**config.mk**
```make
export PLATFORM = sky130hd
export DESIGN_NAME = ram_bus_arbiter_flat
export DESIGN_NICKNAME = d
export VERILOG_FILES = /design/src/rtl/ram_bus_arbiter_if.sv /design/src/rtl/ram_bus_arbiter.sv /design/src/flat_wrapper.sv
export SDC_FILE = /design/constraint.sdc
export NUM_CORES = 1
export LEC_CHECK = 0
export ABC_AREA = 0
export CORE_ASPECT_RATIO = 1.1
export CORE_UTILIZATION = 45
export CTS_BUF_LIST = sky130_fd_sc_hd__clkbuf_4 sky130_fd_sc_hd__clkbuf_8 sky130_fd_sc_hd__clkbuf_16
export CTS_CLUSTER_DIAMETER = 30
export DETAILED_ROUTE_END_ITERATION = 10
export HOLD_SLACK_MARGIN = 0.05
export PLACE_DENSITY = 0.9
export SLEW_MARGIN = 20
export SYNTH_ARGS = -nofsm -noshare
export SYNTH_HDL_FRONTEND = slang
export SYNTH_SLANG_ARGS = --single-unit
```
**constraint.sdc**
```tcl
create_clock -name clk -period 3.8 [get_ports clk]
set_input_delay 0.76 -clock clk [delete_from_list [all_inputs] [get_ports clk]]
set_output_delay 0.76 -clock clk [all_outputs]
set_load 0.02 [all_outputs]
```
**src/rtl/ram_bus_arbiter_if.sv**
```systemverilog
// ram_bus_arbiter_if: bundles the two requester ports and the RAM-side bus
// of the arbiter.
//   m0_* / m1_*  request channel: req, we, addr, wdata in; ack, rdata out
//   ram_*        registered addr/wdata/we/oe out; ram_rdata in
//   busy, owner  arbiter status
// Modports:
//   slave  - arbiter view (serves the masters, drives the RAM)
//   master - environment view (requesters plus RAM)
interface ram_bus_arbiter_if #(
  parameter int ADDR_W = 8,
  parameter int DATA_W = 8
);
  logic              m0_req, m0_we, m0_ack;
  logic [ADDR_W-1:0] m0_addr;
  logic [DATA_W-1:0] m0_wdata, m0_rdata;
  logic              m1_req, m1_we, m1_ack;
  logic [ADDR_W-1:0] m1_addr;
  logic [DATA_W-1:0] m1_wdata, m1_rdata;
  logic [ADDR_W-1:0] ram_addr;
  logic [DATA_W-1:0] ram_wdata, ram_rdata;
  logic              ram_we, ram_oe;
  logic              busy, owner;

  modport slave (
    input  m0_req, m0_we, m0_addr, m0_wdata,
    input  m1_req, m1_we, m1_addr, m1_wdata,
    input  ram_rdata,
    output m0_ack, m0_rdata, m1_ack, m1_rdata,
    output ram_addr, ram_wdata, ram_we, ram_oe,
    output busy, owner
  );

  modport master (
    output m0_req, m0_we, m0_addr, m0_wdata,
    output m1_req, m1_we, m1_addr, m1_wdata,
    output ram_rdata,
    input  m0_ack, m0_rdata, m1_ack, m1_rdata,
    input  ram_addr, ram_wdata, ram_we, ram_oe,
    input  busy, owner
  );
endinterface

```
**src/rtl/ram_bus_arbiter.sv**
```systemverilog
// ram_bus_arbiter: shares one single-port RAM between the CPU (m0) and the
// loader/DMA engine (m1). Every transaction is an ARB cycle followed by one
// ACCESS cycle. m0 has fixed priority, but after MAX_HOLD consecutive m0
// grants with m1 waiting, m1 is served next.
// Ports:
//   clk   - rising-edge clock
//   reset - asynchronous active-high reset
//   bus   - slave modport: m0/m1 request channels, RAM bus, busy/owner
module ram_bus_arbiter #(
  parameter int ADDR_W   = 8,
  parameter int DATA_W   = 8,
  parameter int MAX_HOLD = 4
) (
  input  logic               clk,
  input  logic               reset,
  ram_bus_arbiter_if.slave   bus
);

  typedef enum logic {ARB = 1'b0, ACCESS = 1'b1} state_t;

  localparam logic [3:0] HOLD_LIM = 4'(MAX_HOLD);

  state_t            state_q, state_d;
  logic [ADDR_W-1:0] ram_addr_q, ram_addr_d;
  logic [DATA_W-1:0] ram_wdata_q, ram_wdata_d;
  logic              ram_we_q, ram_we_d;
  logic              ram_oe_q, ram_oe_d;
  logic              m0_ack_q, m0_ack_d;
  logic              m1_ack_q, m1_ack_d;
  logic [DATA_W-1:0] m0_rdata_q, m0_rdata_d;
  logic [DATA_W-1:0] m1_rdata_q, m1_rdata_d;
  logic              owner_q, owner_d;
  logic [3:0]        starve_q, starve_d;
  logic              pick_m1;
  logic              win_we;

  always_comb begin
    state_d     = state_q;
    ram_addr_d  = ram_addr_q;
    ram_wdata_d = ram_wdata_q;
    ram_we_d    = 1'b0;
    ram_oe_d    = 1'b0;
    m0_ack_d    = 1'b0;
    m1_ack_d    = 1'b0;
    m0_rdata_d  = m0_rdata_q;
    m1_rdata_d  = m1_rdata_q;
    owner_d     = owner_q;
    starve_d    = starve_q;
    pick_m1     = bus.m1_req & (~bus.m0_req | (starve_q == HOLD_LIM));
    win_we      = pick_m1 ? bus.m1_we : bus.m0_we;

    case (state_q)
      ARB: begin
        if (bus.m0_req | bus.m1_req) begin
          state_d     = ACCESS;
          owner_d     = pick_m1;
          ram_addr_d  = pick_m1 ? bus.m1_addr  : bus.m0_addr;
          ram_wdata_d = pick_m1 ? bus.m1_wdata : bus.m0_wdata;
          // Strobes and ack are registered so they appear exactly in ACCESS.
          ram_we_d    = win_we;
          ram_oe_d    = ~win_we;
          m0_ack_d    = ~pick_m1;
          m1_ack_d    = pick_m1;
          if (pick_m1)
            starve_d = '0;
          else if (bus.m1_req && starve_q != HOLD_LIM)
            starve_d = starve_q + 4'd1;
        end
        // No one waiting on the low-priority side: nothing to protect.
        if (!bus.m1_req) starve_d = '0;
      end
      ACCESS: begin
        state_d = ARB;
        if (ram_oe_q) begin
          if (owner_q) m1_rdata_d = bus.ram_rdata;
          else         m0_rdata_d = bus.ram_rdata;
        end
      end
      default: state_d = ARB;
    endcase
  end

  always_ff @(posedge clk or posedge reset) begin
    if (reset) begin
      state_q     <= ARB;
      ram_addr_q  <= '0;
      ram_wdata_q <= '0;
      ram_we_q    <= 1'b0;
      ram_oe_q    <= 1'b0;
      m0_ack_q    <= 1'b0;
      m1_ack_q    <= 1'b0;
      m0_rdata_q  <= '0;
      m1_rdata_q  <= '0;
      owner_q     <= 1'b0;
      starve_q    <= '0;
    end else begin
      state_q     <= state_d;
      ram_addr_q  <= ram_addr_d;
      ram_wdata_q <= ram_wdata_d;
      ram_we_q    <= ram_we_d;
      ram_oe_q    <= ram_oe_d;
      m0_ack_q    <= m0_ack_d;
      m1_ack_q    <= m1_ack_d;
      m0_rdata_q  <= m0_rdata_d;
      m1_rdata_q  <= m1_rdata_d;
      owner_q     <= owner_d;
      starve_q    <= starve_d;
    end
  end

  assign bus.ram_addr  = ram_addr_q;
  assign bus.ram_wdata = ram_wdata_q;
  assign bus.ram_we    = ram_we_q;
  assign bus.ram_oe    = ram_oe_q;
  assign bus.m0_ack    = m0_ack_q;
  assign bus.m1_ack    = m1_ack_q;
  assign bus.m0_rdata  = m0_rdata_q;
  assign bus.m1_rdata  = m1_rdata_q;
  assign bus.owner     = owner_q;
  assign bus.busy      = (state_q == ACCESS);

endmodule

```
**src/flat_wrapper.sv**
```systemverilog
// flat-port wrapper written by rule: the top's interface ports become plain ports
module ram_bus_arbiter_flat 
#(
  parameter int ADDR_W   = 8,
  parameter int DATA_W   = 8,
  parameter int MAX_HOLD = 4
)
  (clk, reset, bus_m0_req, bus_m0_we, bus_m0_addr, bus_m0_wdata, bus_m1_req, bus_m1_we, bus_m1_addr, bus_m1_wdata, bus_ram_rdata, bus_m0_ack, bus_m0_rdata, bus_m1_ack, bus_m1_rdata, bus_ram_addr, bus_ram_wdata, bus_ram_we, bus_ram_oe, bus_busy, bus_owner);
  ram_bus_arbiter_if #(.ADDR_W(ADDR_W), .DATA_W(DATA_W)) bus_i ();
  input  logic clk;
  input  logic reset;
  input wire logic [$bits(bus_i.m0_req)-1:0] bus_m0_req;
  input wire logic [$bits(bus_i.m0_we)-1:0] bus_m0_we;
  input wire logic [$bits(bus_i.m0_addr)-1:0] bus_m0_addr;
  input wire logic [$bits(bus_i.m0_wdata)-1:0] bus_m0_wdata;
  input wire logic [$bits(bus_i.m1_req)-1:0] bus_m1_req;
  input wire logic [$bits(bus_i.m1_we)-1:0] bus_m1_we;
  input wire logic [$bits(bus_i.m1_addr)-1:0] bus_m1_addr;
  input wire logic [$bits(bus_i.m1_wdata)-1:0] bus_m1_wdata;
  input wire logic [$bits(bus_i.ram_rdata)-1:0] bus_ram_rdata;
  output wire logic [$bits(bus_i.m0_ack)-1:0] bus_m0_ack;
  output wire logic [$bits(bus_i.m0_rdata)-1:0] bus_m0_rdata;
  output wire logic [$bits(bus_i.m1_ack)-1:0] bus_m1_ack;
  output wire logic [$bits(bus_i.m1_rdata)-1:0] bus_m1_rdata;
  output wire logic [$bits(bus_i.ram_addr)-1:0] bus_ram_addr;
  output wire logic [$bits(bus_i.ram_wdata)-1:0] bus_ram_wdata;
  output wire logic [$bits(bus_i.ram_we)-1:0] bus_ram_we;
  output wire logic [$bits(bus_i.ram_oe)-1:0] bus_ram_oe;
  output wire logic [$bits(bus_i.busy)-1:0] bus_busy;
  output wire logic [$bits(bus_i.owner)-1:0] bus_owner;
  assign bus_i.m0_req = bus_m0_req;
  assign bus_i.m0_we = bus_m0_we;
  assign bus_i.m0_addr = bus_m0_addr;
  assign bus_i.m0_wdata = bus_m0_wdata;
  assign bus_i.m1_req = bus_m1_req;
  assign bus_i.m1_we = bus_m1_we;
  assign bus_i.m1_addr = bus_m1_addr;
  assign bus_i.m1_wdata = bus_m1_wdata;
  assign bus_i.ram_rdata = bus_ram_rdata;
  assign bus_m0_ack = bus_i.m0_ack;
  assign bus_m0_rdata = bus_i.m0_rdata;
  assign bus_m1_ack = bus_i.m1_ack;
  assign bus_m1_rdata = bus_i.m1_rdata;
  assign bus_ram_addr = bus_i.ram_addr;
  assign bus_ram_wdata = bus_i.ram_wdata;
  assign bus_ram_we = bus_i.ram_we;
  assign bus_ram_oe = bus_i.ram_oe;
  assign bus_busy = bus_i.busy;
  assign bus_owner = bus_i.owner;
  ram_bus_arbiter #(.ADDR_W(ADDR_W), .DATA_W(DATA_W), .MAX_HOLD(MAX_HOLD)) u_core (.clk(clk), .reset(reset), .bus(bus_i));
endmodule
```
; ---- Word-level counts from Yosys, hierarchy flattened
; Cells that the tools add are included.
[totals]
register_bits = 42
latchBits = 0
mem_bits_rw = 0
rom_bits = 0
in_bits = 46
output_inout_bits = 38
elab_cells = 46
mem_count = 0
[op_classes]
add_sub_neg = 1
n_mul = 0
div = 0
order_cmp = 0
n_eq_ne = 4
n_shift = 0
mux = 17
n_bitwise = 8
reduce_logical = 5
[ops]
columns = operator, n
row1 = $mux 4, 4
row2 = $mux 8, 2
row3 = $mux 1, 10
row4 = $reduce_and 3->1, 3
row5 = $not 1->1, 5
row6 = $add 4x1->4 const B, 1
row7 = $eq 4x3->1 const B, 1
row8 = $ne 4x3->1 const B, 1
row9 = $ne 3x1->1 const B, 1
row10 = $ne 2x1->1 const B, 1
row11 = $or 1x1->1, 2
row12 = $pmux 1 s2, 1
row13 = $reduce_and 2->1, 1
row14 = $and 1x1->1, 1
row15 = $logic_and 1x1->1, 1

; ---- Depth between registers and ports, before layout
; Gate-level depths: netlist of the first run.
[logic_depth]
ltp_word = 7
ltp_mapped = 7
ltp_nobuf = 5

; ---- Worst setup path after synthesis of the first run
; Ideal clock, no wire load.
[synth_path]
path_type = input to register
start = input bus_m0_req
end = register u_core.ram_addr_q[7], in the netlist u_core.bus.ram_addr[7]
setup_time_ns = 0.128
t_arrival_ns = 1.398
required_ns = 3.672
slack_ns = 2.274
cell_stages = 5
n_path_buf = 1
path_cell_list = o21bai_4 > inv_2 > buf_2 > nand4_1 > o211ai_2
[synth_between]
elab_chain_len = 4
elab_cells_between_ends = 6
[synth_lines]
columns = item, line
row1 = "start, declared", flat_wrapper.sv:12  ; input wire logic [$bits(bus_i.m0_req)-1:0] bus_m0_req;
row2 = $not 1->1, ram_bus_arbiter.sv:49  ; pick_m1 = bus.m1_req & (~bus.m0_req | (starve_q == HOLD_LIM));
row3 = $or 1x1->1, ram_bus_arbiter.sv:49
row4 = $and 1x1->1, ram_bus_arbiter.sv:49
row5 = $mux 8, ram_bus_arbiter.sv:57  ; ram_addr_d = pick_m1 ? bus.m1_addr : bus.m0_addr;
row6 = "end signal, assigned", ram_bus_arbiter.sv:98  ; ram_addr_q <= ram_addr_d;
row7 = "end, declared", ram_bus_arbiter.sv:24  ; logic [ADDR_W-1:0] ram_addr_q, ram_addr_d;
; Parallel ways exist; a longest one is shown, timed or not.
; A chain may end at the register's enable or synchronous reset.

; ---- Worst setup path after layout of the first run
[layout_path]
start = register u_core.state_q, in the netlist u_core.bus.busy
end = output bus_busy
[layout_lines]
columns = item, line
row1 = "start, declared", ram_bus_arbiter.sv:23  ; state_t state_q, state_d;
row2 = "start signal, assigned", ram_bus_arbiter.sv:97  ; state_q <= state_d;
row3 = "end, declared", flat_wrapper.sv:29  ; output wire logic [$bits(bus_i.busy)-1:0] bus_busy;
; No word-level cell between the ends.

==> summary.txt, run 1 <==
Global routing
  – Initial antenna violation count: 0
  – Vias in the first global route: ~1600
  – Pin count of the biggest net entering global routing: 36
  – Total track usage: 21.0%
  – Global route total overflow: 0
  – First-pass GRT wire length: around 7.3 mm

Synthesis
  – Synth top area share: 54.4%
  – Top post-synthesis cells by area: dfrtp_1, mux2_2, nand2_1, nand4_1, o211ai_2
  – Synthesis Warnings: 0
  – Post-synth top area cell: dfrtp_1
  – Post-Syn Nets: 215
  – Cell variety after synth: 32
  – Gate Count Post-Synth: approximately 170
  – Syn avg cell area: 11.6 um^2
  – Netlist Area Pre-Place: 0.00193 mm^2
  – Sequential share of the synthesized area: 54.4%
  – Register bit count reported by yosys: 42

Floorplanning
  – Die Span Y: about 71 um
  – Die X: approximately 64 um
  – Full die area: 0.00456 mm^2
  – Initial Util: 48.0%
  – Placeable Area: 0.00402 mm^2
  – # rows: 24
  – # IOs: 84

Power and ir drop
  – Static Leak: roughly 1.2 nW
  – Register share of total power: 40.7%
  – Psw: 506 uW
  – Switching Share: 32.3%
  – Pwr/cell area: 549 mW/mm^2
  – Worst vdd ir: 0.249 mV
  – Clock power share: 18.7%
  – Comb pwr share: between 40 and 50%
  – Internal: 1.06 mW

Clocking
  – TritonCTS clock tree: yes
  – Post_cts resized: 0
  – Clock Sinks: 42
  – Clock Path Buffers: 2
  – Total CTS buffers: 5
  – Clk Latency, worst-skew pair: 0.29 ns
  – Post-CTS setup buffer count: 0
  – Htree depth: 2
  – Root Driver: clkbuf_8
  – Clock-pin transition on the worst setup and hold timing paths: roughly 0.08 ns
  – CTS hold repair buffers: 0

Setup path
  – Crit Path Max Fanout: 14
  – Slowest CP cell: clkdlybuf4s50_1
  – Worst Setup Start Kind: flip-flop
  – Worst path top cell family by delay: buffers and inverters
  – Cells along the critical path: clkdlybuf4s50_1
  – Critical path capture point type: output port
  – CP Buf/Inv Count: 1
  – WS Path Type: reg -> out
  – Worst EP arrival: 1.61 ns
  – Critical Path Max Stage Delay: approximately 0.7 ns
  – Required @ worst endpoint: around 3.0 ns

STA
  – Slew @ Worst Pin: 0.721 ns
  – Max-slew violations: 0
  – Final hold vios: 0
  – RSZ-0062 raised after global routing: false
  – Max-slew headroom: 51.9%
  – Final min period: 2.37 ns
  – Final period util: 62.5%
  – Clock Skew: approximately 0.012 ns
  – PnR worst setup slack: 1.43 ns
  – Setup tns final: 0 ns
  – Max Fclk: approximately 420 MHz
  – Count of final setup violators: 0

Placed design
  – Port Buffers: 83
  – Gpl congestion: between 0.7 and 0.8
  – DP HPWL: 3.12 mm
  – Pre-CTS setup slack: 1.17 ns

Route
  – DR vias/cell: 5.25
  – DRT iter0 DRCs: 52
  – Detailed Route WL: 4.29 mm
  – Drt drc: 0
  – Vias post-DR: around 1600
  – DRT Pass-1 Iters: 4
  – Remaining antenna violation count: 0
  – Routed wire per std cell: 14.2 um

Min path
  – Worst Hold Class: reg -> reg

Final layout
  – ANT cells: 0
  – Ratio of cells with drive above 1 in the final layout: between 10% and 20%
  – Fillers: 306
  – Final nets: 296
  – Final core occ: a little under three quarters
  – Layout Area Growth over Synthesis: 48.1%

Job
  – Number of max-cap violations: 0

Outcome
  – Status: completed
[cell usage after synthesis]
cell type,number
and3_1,2
o21bai_4,1
a21o_1,1
buf_6,1
nand3_1,3
a221o_1,1
and3b_1,1
buf_12,1
buf_2,7
inv_2,1
nand2b_1,1
nand2_1,34
a22o_1,2
clkbuf_1,1
nand3b_1,1
buf_4,1
nor2_1,3
and2_4,1
o211ai_2,8
mux2_2,17
a21bo_1,1
o21ai_2,1
dfrtp_1,42
nor2b_1,2
inv_1,3
nor4_1,1
nor4b_1,1
nand4_1,16
a21oi_1,1
o211ai_1,8
nand4b_1,1
ha_1,2
[per-stage QoR]
stage | instance area (um^2) | hold slack, ns | std cells | total power [mW]
after detailed placement | 2770 | 0.484 | 293 | 1.29
after floorplan | 1930 | 0.519 | 167 | 0.964
after global routing | 2860 | 0.513 | 301 | 1.66
after global placement | 2770 | 0.482 | 293 | 1.27
final | 2860 | 0.499 | 301 | 1.57
after CTS | 2860 | 0.502 | 301 | 1.59
[path summary, 6_finish.rpt]
| check | cells after the start | slack [ns] | start | endpoint |
|---|---|---|---|---|
| max in group asynchronous | 3 | 2.35 | reset | u_core.bus.ram_we |
| worst max register to register | 4 | 2.02 | u_core.bus.busy | u_core.bus.ram_addr[2] |
| worst min-delay path | 2 | 0.50 | u_core.bus.ram_addr[5] | u_core.bus.ram_addr[5] |
| min in group asynchronous | 2 | 0.77 | reset | u_core.bus.m0_rdata[2] |
| worst min register to register | 2 | 0.50 | u_core.bus.ram_addr[5] | u_core.bus.ram_addr[5] |
| worst max-delay path | 1 | 1.43 | u_core.bus.busy | bus_busy |
[layout by cell type (no fill, tap or decap), drive strengths merged]
cell type and count:
clkdlybuf4s50 83, dfrtp 42, nand2 34, mux2 17, nand4 16, o211ai 16
clkbuf 7, nor2 3, nand3 3, inv 3, nor2b 2, a22o 2
and3 2, ha 2, buf 2, clkinv 2, nand3b 1, and3b 1
nor4 1, a21o 1, nor4b 1, a221o 1, o21bai 1, nand4b 1
nand2b 1, and2 1, o21ai 1, a21bo 1, a21oi 1
[sequential cells by signal, indices dropped and copies added (netlist names)]
| register | count |
|---|---|
| u_core.bus.busy | 1 |
| u_core.bus.m0_ack | 1 |
| u_core.bus.owner | 1 |
| u_core.bus.m0_rdata | 8 |
| u_core.bus.ram_addr | 8 |
| u_core.bus.m1_ack | 1 |
| u_core.bus.ram_oe | 1 |
| u_core.starve_q | 4 |
| u_core.bus.ram_we | 1 |
| u_core.bus.m1_rdata | 8 |
| u_core.bus.ram_wdata | 8 |
[routing by layer]
metal	track usage, %	part of all wire, %
met5	0	0
met4	7.90	1.4
met3	5.00	6.4
met2	37.4	52
met1	24.3	40
[power by group through the flow]
stage / Sequential, mW / Combinational, mW / Clock, mW
detailed placement: 0.647 / 0.643 / 0
global route: 0.656 / 0.676 / 0.324
floorplan: 0.788 / 0.176 / 0
CTS: 0.640 / 0.644 / 0.303
finish: 0.639 / 0.637 / 0.293
global placement: 0.640 / 0.629 / 0
[cell type report]
cell class	count	area (um^2)	area share (%)
inverter	4	15.0	0.525
clock buffer	7	90.1	3.15
timing repair buffer	85	846	29.6
clock inverter	1	5.00	0.175
multi-input combinational	110	788	27.6
sequential	42	1050	36.7
tap	52	65.1	2.27
[cells by family after synthesis]
kind of cell,Yosys count,share of synthesized area (%)
flip-flops,42,54.4
adder cells (fa/ha/maj),2,1.30
buffers and inverters,15,4.79
AO/OA/AOI/OAI,24,12.3
AND/OR/NAND/NOR,67,17.3
multiplexers,17,9.91
(Power assumes the default switching activity.)
==> run 2, diff against run 1 <==
Settings changed: CORE_UTILIZATION 45 to 38, PLACE_DENSITY 0.9 to 0.81.
Clock period 3.8 ns to 2 ns, I/O delays scaled along.
==> run 2 against run 1 <==
Effect of this change: via count increased by 3.1%; sequential share of layout area decreased by 0.63 points; global-route usage decreased by 3.7 points; final cell count increased by 3.3%; clock power increased by 87%; combinational power increased by 93%; power increased by 90%; critical path type unchanged.
==> summary.txt, run 2 (same netlist as run 1, synthesis figures left out) <==
Outcome
  – Status: completed

Setup path
  – Critical Path Max Stage Delay: approximately 0.63 ns
  – Worst Setup Start Kind: flip-flop
  – Worst reg2reg startpoint: u_core.starve_q[0]
  – Critical path capture point type: output port
  – Cells along the critical path: clkdlybuf4s50_1
  – Crit Path Max Fanout: 4
  – Slowest CP cell: clkdlybuf4s50_1
  – Worst path top cell family by delay: buffers and inverters
  – WS Path Type: reg -> out
  – CP Buf/Inv Count: 1
  – Worst reg2reg path depth: 5
  – Required @ worst endpoint: 1.60 ns
  – Worst R2R Setup Slack: 0.42 ns
  – Worst EP arrival: 1.30 ns
  – Reg-to-reg endpoint: u_core.bus.ram_wdata[5]

Power and ir drop
  – Pwr/cell area: 1020 mW/mm^2
  – Comb pwr share: 41.3%
  – Internal: roughly 2.0 mW
  – Static Leak: 1.24 nW
  – Worst vdd ir: 0.474 mV
  – Psw: 967 uW
  – Register share of total power: 40.4%
  – Clock power share: 18.3%
  – Switching Share: about a third

Floorplanning
  – Die X: 70.0 um
  – # IOs: 84
  – # rows: 26
  – Initial Util: approximately two fifths
  – Placeable Area: 0.00475 mm^2
  – Full die area: 0.00537 mm^2
  – Die Span Y: 76.8 um

Final layout
  – Ratio of cells with drive above 1 in the final layout: 17.6%
  – Final nets: 302
  – Fin cells: 311
  – Commonest non-fill, non-tap cell in the layout: clkdlybuf4s50_1
  – ANT cells: 0
  – Final core occ: 61.3%
  – Layout Area Growth over Synthesis: 50.6%
  – Fillers: 417
  – Most frequent cells in the layout: clkdlybuf4s50_1, dfrtp_1, nand2_1, mux2_2, nand4_1

Clocking
  – Total CTS buffers: 5
  – CTS hold repair buffers: 0
  – Post_cts resized: 0
  – Clk Latency, worst-skew pair: 0.28 ns
  – Root Driver: clkbuf_8
  – Post-CTS setup buffer count: 0
  – Htree depth: 2
  – TritonCTS clock tree: yes
  – Clock Sinks: 42
  – Clock Path Buffers: 2
  – Clock-pin transition on the worst setup and hold timing paths: roughly 0.080 ns

Route
  – DRT Pass-1 Iters: 4
  – Drt drc: 0
  – Vias post-DR: 1629
  – Detailed Route WL: roughly 4.5 mm
  – DRT iter0 DRCs: 52
  – Remaining antenna violation count: 0
  – DR vias/cell: between 5 and 6
  – Routed wire per std cell: 14.3 um

STA
  – Clock Skew: 0.00742 ns
  – Slew @ Worst Pin: 0.519 ns
  – Final hold vios: 0
  – Worst hold slack: 0.394 ns
  – Final min period: 1.70 ns
  – Max Fclk: 588 MHz
  – Setup tns final: 0 ns
  – Max-slew headroom: about two thirds
  – RSZ-0062 raised after global routing: false
  – Max-slew violations: 0
  – Count of final setup violators: 0
  – PnR worst setup slack: 0.301 ns
  – Final period util: between 80% and 90%

Placed design
  – DP HPWL: 3.40 mm
  – Inst Count DP: 303
  – Port Buffers: 83
  – Gpl congestion: 0.728
  – Pre-CTS setup slack: 0.0666 ns

Global routing
  – Initial antenna violation count: 0
  – Pin count of the biggest net entering global routing: 36
  – First-pass GRT wire length: 7.56 mm
  – Global route total overflow: 0
  – Vias in the first global route: 1715
  – Total track usage: 17.3%

Min path
  – Worst Hold Class: in -> async

Job
  – Number of max-cap violations: 0
run 2: cell types whose count changed in the layout (fill, tap and decap cells not counted), sizes merged:
cell	previous run	this run
clkinvlp	0	1
clkbuf	7	6
buf	2	8
run 2: how the worst max path moves through the flow:
stage / endpoint / start / cells after the start
6_report: bus_owner / u_core.bus.owner / 1
5_1_grt: bus_owner / u_core.bus.owner / 1
4_1_cts: bus_owner / u_core.bus.owner / 1
3_5_place_dp: u_core.bus.ram_wdata[5] / bus_m0_req / 4
3_3_place_gp: u_core.bus.ram_wdata[1] / bus_m0_req / 4
2_1_floorplan: u_core.bus.busy / reset / 1
run 2: metal layers:
| layer | up-vias | global-route usage [%] | part of all wire [%] |
|---|---|---|---|
| met5 | - | 0 | 0 |
| met4 | 0 | 4.60 | 1.4 |
| met3 | 8 | 3.42 | 5.5 |
| met2 | 58 | 31.7 | 51 |
| met1 | 788 | 20.3 | 42 |
| li1 | 775 | - | - |
run 2: power by group through the flow:
| stage | Sequential, mW | Clock (mW) | Combinational [mW] |
|---|---|---|---|
| after floorplan | 1.50 | 0 | 0.334 |
| after global placement | 1.21 | 0 | 1.22 |
| after detailed placement | 1.22 | 0 | 1.25 |
| after CTS | 1.21 | 0.560 | 1.25 |
| after global routing | 1.25 | 0.595 | 1.31 |
| final | 1.20 | 0.547 | 1.23 |
run 2: metrics by stage:
stage	instance area (um^2)	power, mW
2_1_floorplan	1930	1.83
3_3_place_gp	2820	2.43
3_5_place_dp	2820	2.47
4_1_cts	2910	3.01
5_1_grt	2910	3.15
6_report	2910	2.98
run 2: area by class of cell:
| type | count | area (um^2) | area share (%) |
|---|---|---|---|
| inverter | 4 | 15.0 | 0.516 |
| multi-input combinational | 110 | 788 | 27.1 |
| timing repair buffer | 91 | 891 | 30.6 |
| clock inverter | 2 | 12.5 | 0.430 |
| sequential | 42 | 1050 | 36.1 |
| clock buffer | 6 | 82.6 | 2.84 |
| tap | 56 | 70.1 | 2.41 |
==> run 3, diff against run 2 <==
Clock period 2 ns to 1.4 ns, I/O delays scaled along.
==> run 3 against run 2 <==
Effect of this change: the flow now finishes with violations (setup timing); first-iteration DRC count increased by 19%; combinational power increased by 27%; hold slack got worse by 0.077 ns; sequential power increased by 41%; routed wire length increased by 1.2%; flip-flop and latch count unchanged; register-to-register slack got worse by 0.44 ns; clock skew decreased by 0.0026 ns; critical path type is now reg -> reg; largest cell class unchanged.
==> summary.txt, run 3 (same netlist as run 1, synthesis figures left out) <==
Clocking
  – Clock-pin transition on the worst setup and hold timing paths: approximately 0.08 ns
  – Clock Path Buffers: 2
  – Clk Latency, worst-skew pair: about 0.29 ns
  – TritonCTS clock tree: yes
  – Clock Sinks: 42
  – Htree depth: 2
  – Total CTS buffers: 5
  – Root Driver: clkbuf_8
  – CTS hold repair buffers: 0

Outcome
  – Violated checks: setup timing
  – Status: finished, violations left

Floorplanning
  – # rows: 26
  – Initial Util: 40.7%
  – Full die area: 0.00537 mm^2
  – Placeable Area: 0.00475 mm^2
  – Die X: 70.0 um
  – Die Span Y: between 70 and 80 um
  – # IOs: 84

STA
  – Worst hold slack: 0.317 ns
  – Count of final setup violators: 1
  – Final period util: 102%
  – Final hold vios: 0
  – Max Fclk: 703 MHz
  – RSZ-0062 raised after global routing: true
  – Slew @ Worst Pin: around 0.32 ns
  – Clock Skew: ~0.0048 ns
  – Setup tns final: -0.0228 ns
  – Max-slew violations: 0
  – Final min period: between 1 and 1.5 ns
  – PnR worst setup slack: -0.0228 ns
  – Max-slew headroom: 78.8%

Setup path
  – WS Path Type: reg -> reg
  – Worst Setup Start Kind: flip-flop
  – Critical path capture point type: flip-flop
  – Required @ worst endpoint: 1.59 ns
  – Worst EP arrival: about 1.6 ns
  – Crit Path Max Fanout: 5
  – Worst R2R Setup Slack: -0.02 ns

Final layout
  – Most frequent cells in the layout: clkdlybuf4s50_1, dfrtp_1, dlygate4sd2_1, nand2_1
  – Layout Area Growth over Synthesis: 54.7%
  – Ratio of cells with drive above 1 in the final layout: 21.6%
  – Final nets: 311
  – Commonest non-fill, non-tap cell in the layout: clkdlybuf4s50_1
  – ANT cells: 0
  – Final core occ: 62.9%

Global routing
  – Vias in the first global route: 1601
  – First-pass GRT wire length: roughly 7.5 mm
  – Total track usage: 17.4%
  – Initial antenna violation count: 0
  – Global route total overflow: 0
  – Pin count of the biggest net entering global routing: 43

Power and ir drop
  – Static Leak: 1.37 nW
  – Pwr/cell area: 1410 mW/mm^2
  – Worst vdd ir: 0.619 mV

Route
  – Routed wire per std cell: 14.1 um
  – DRT iter0 DRCs: 62
  – DRT Pass-1 Iters: 4
  – DR vias/cell: 5.20
  – Drt drc: 0
  – Detailed Route WL: approximately 4.5 mm
  – Remaining antenna violation count: 0
  – Vias post-DR: between 1500 and 2000

Placed design
  – DP HPWL: 3.13 mm
  – Port Buffers: 83
  – Gpl congestion: 0.738

Job
  – Number of max-cap violations: 0

Min path
  – Worst Hold Class: in -> async
[run 3: changes by cell type in the layout (fill, tap and decap cells not counted), sizes merged]
cell and delta:
clkinv -1, buf +8, bufinv +1, clkdlybuf4s50 -38, dlygate4sd2 +38, and2 +1
[run 3: path summary, 6_finish.rpt]
path / start / cells after the start / to
worst min-delay path: reset / 3 / u_core.bus.ram_oe
worst min register to register: u_core.bus.ram_addr[4] / 2 / u_core.bus.ram_addr[4]
worst max-delay path: u_core.starve_q[1] / 7 / u_core.bus.ram_oe
min in group clk: u_core.bus.ram_addr[4] / 2 / u_core.bus.ram_addr[4]
max in group asynchronous: reset / 3 / u_core.bus.m1_rdata[7]
worst max register to register: u_core.starve_q[1] / 7 / u_core.bus.ram_oe
[run 3: where the power goes]
part	switching, mW	leakage (nW)	internal [mW]
clock network	0.419	0.0548	0.552
registers	0.149	0.514	1.54
logic	0.830	0.804	0.732
[run 3: layout make-up]
class / count / area, um^2
fillers: 391 / 1760
flip-flops and latches: 42 / 1050
multi-input cells: 111 / 808
inverters: 4 / 17.5
well taps: 56 / 70.1
clock buffers: 6 / 76.3
repair buffers: 99 / 927
clock inverters: 2 / 37.5
[run 3: stage by stage]
stage / total power, mW / setup slack (ns) / instance area, um^2 / instances
3_5_place_dp: 3.53 / -0.337 / 2870 / 308
3_3_place_gp: 3.49 / -0.300 / 2870 / 308
6_report: 4.22 / -0.0228 / 2990 / 320
2_1_floorplan: 2.62 / 0.0571 / 1930 / 167
4_1_cts: 4.26 / -0.0309 / 2960 / 319
5_1_grt: 4.45 / -0.101 / 2990 / 320
[run 3: worst max-delay path: stages, from the launching register on]
cell	delay (ns)
dfrtp_1	0.38
inv_1	0.06
ha_2	0.17
nand4b_1	0.11
buf_6	0.16
buf_6	0.11
a21bo_1	0.16
and3_1	0.16
[run 3: metal layers]
metal  part of all wire, %  vias up  global-route usage [%]  routed length (um)
li1                      -      791                       -                   -
met1                    42      791                    22.4                1880
met2                    49       76                    28.9                2200
met3                   8.5        5                    4.99                 384
met4                   1.0        0                    4.20                  46
met5                     0        -                       0                   0
[run 3: what timing repair did]
item,in CTS,in global routing
gates cloned,1,0
pin swaps,1,18
resized for setup,40,8
endpoints found under the setup margin,54,21
setup buffers,2,1
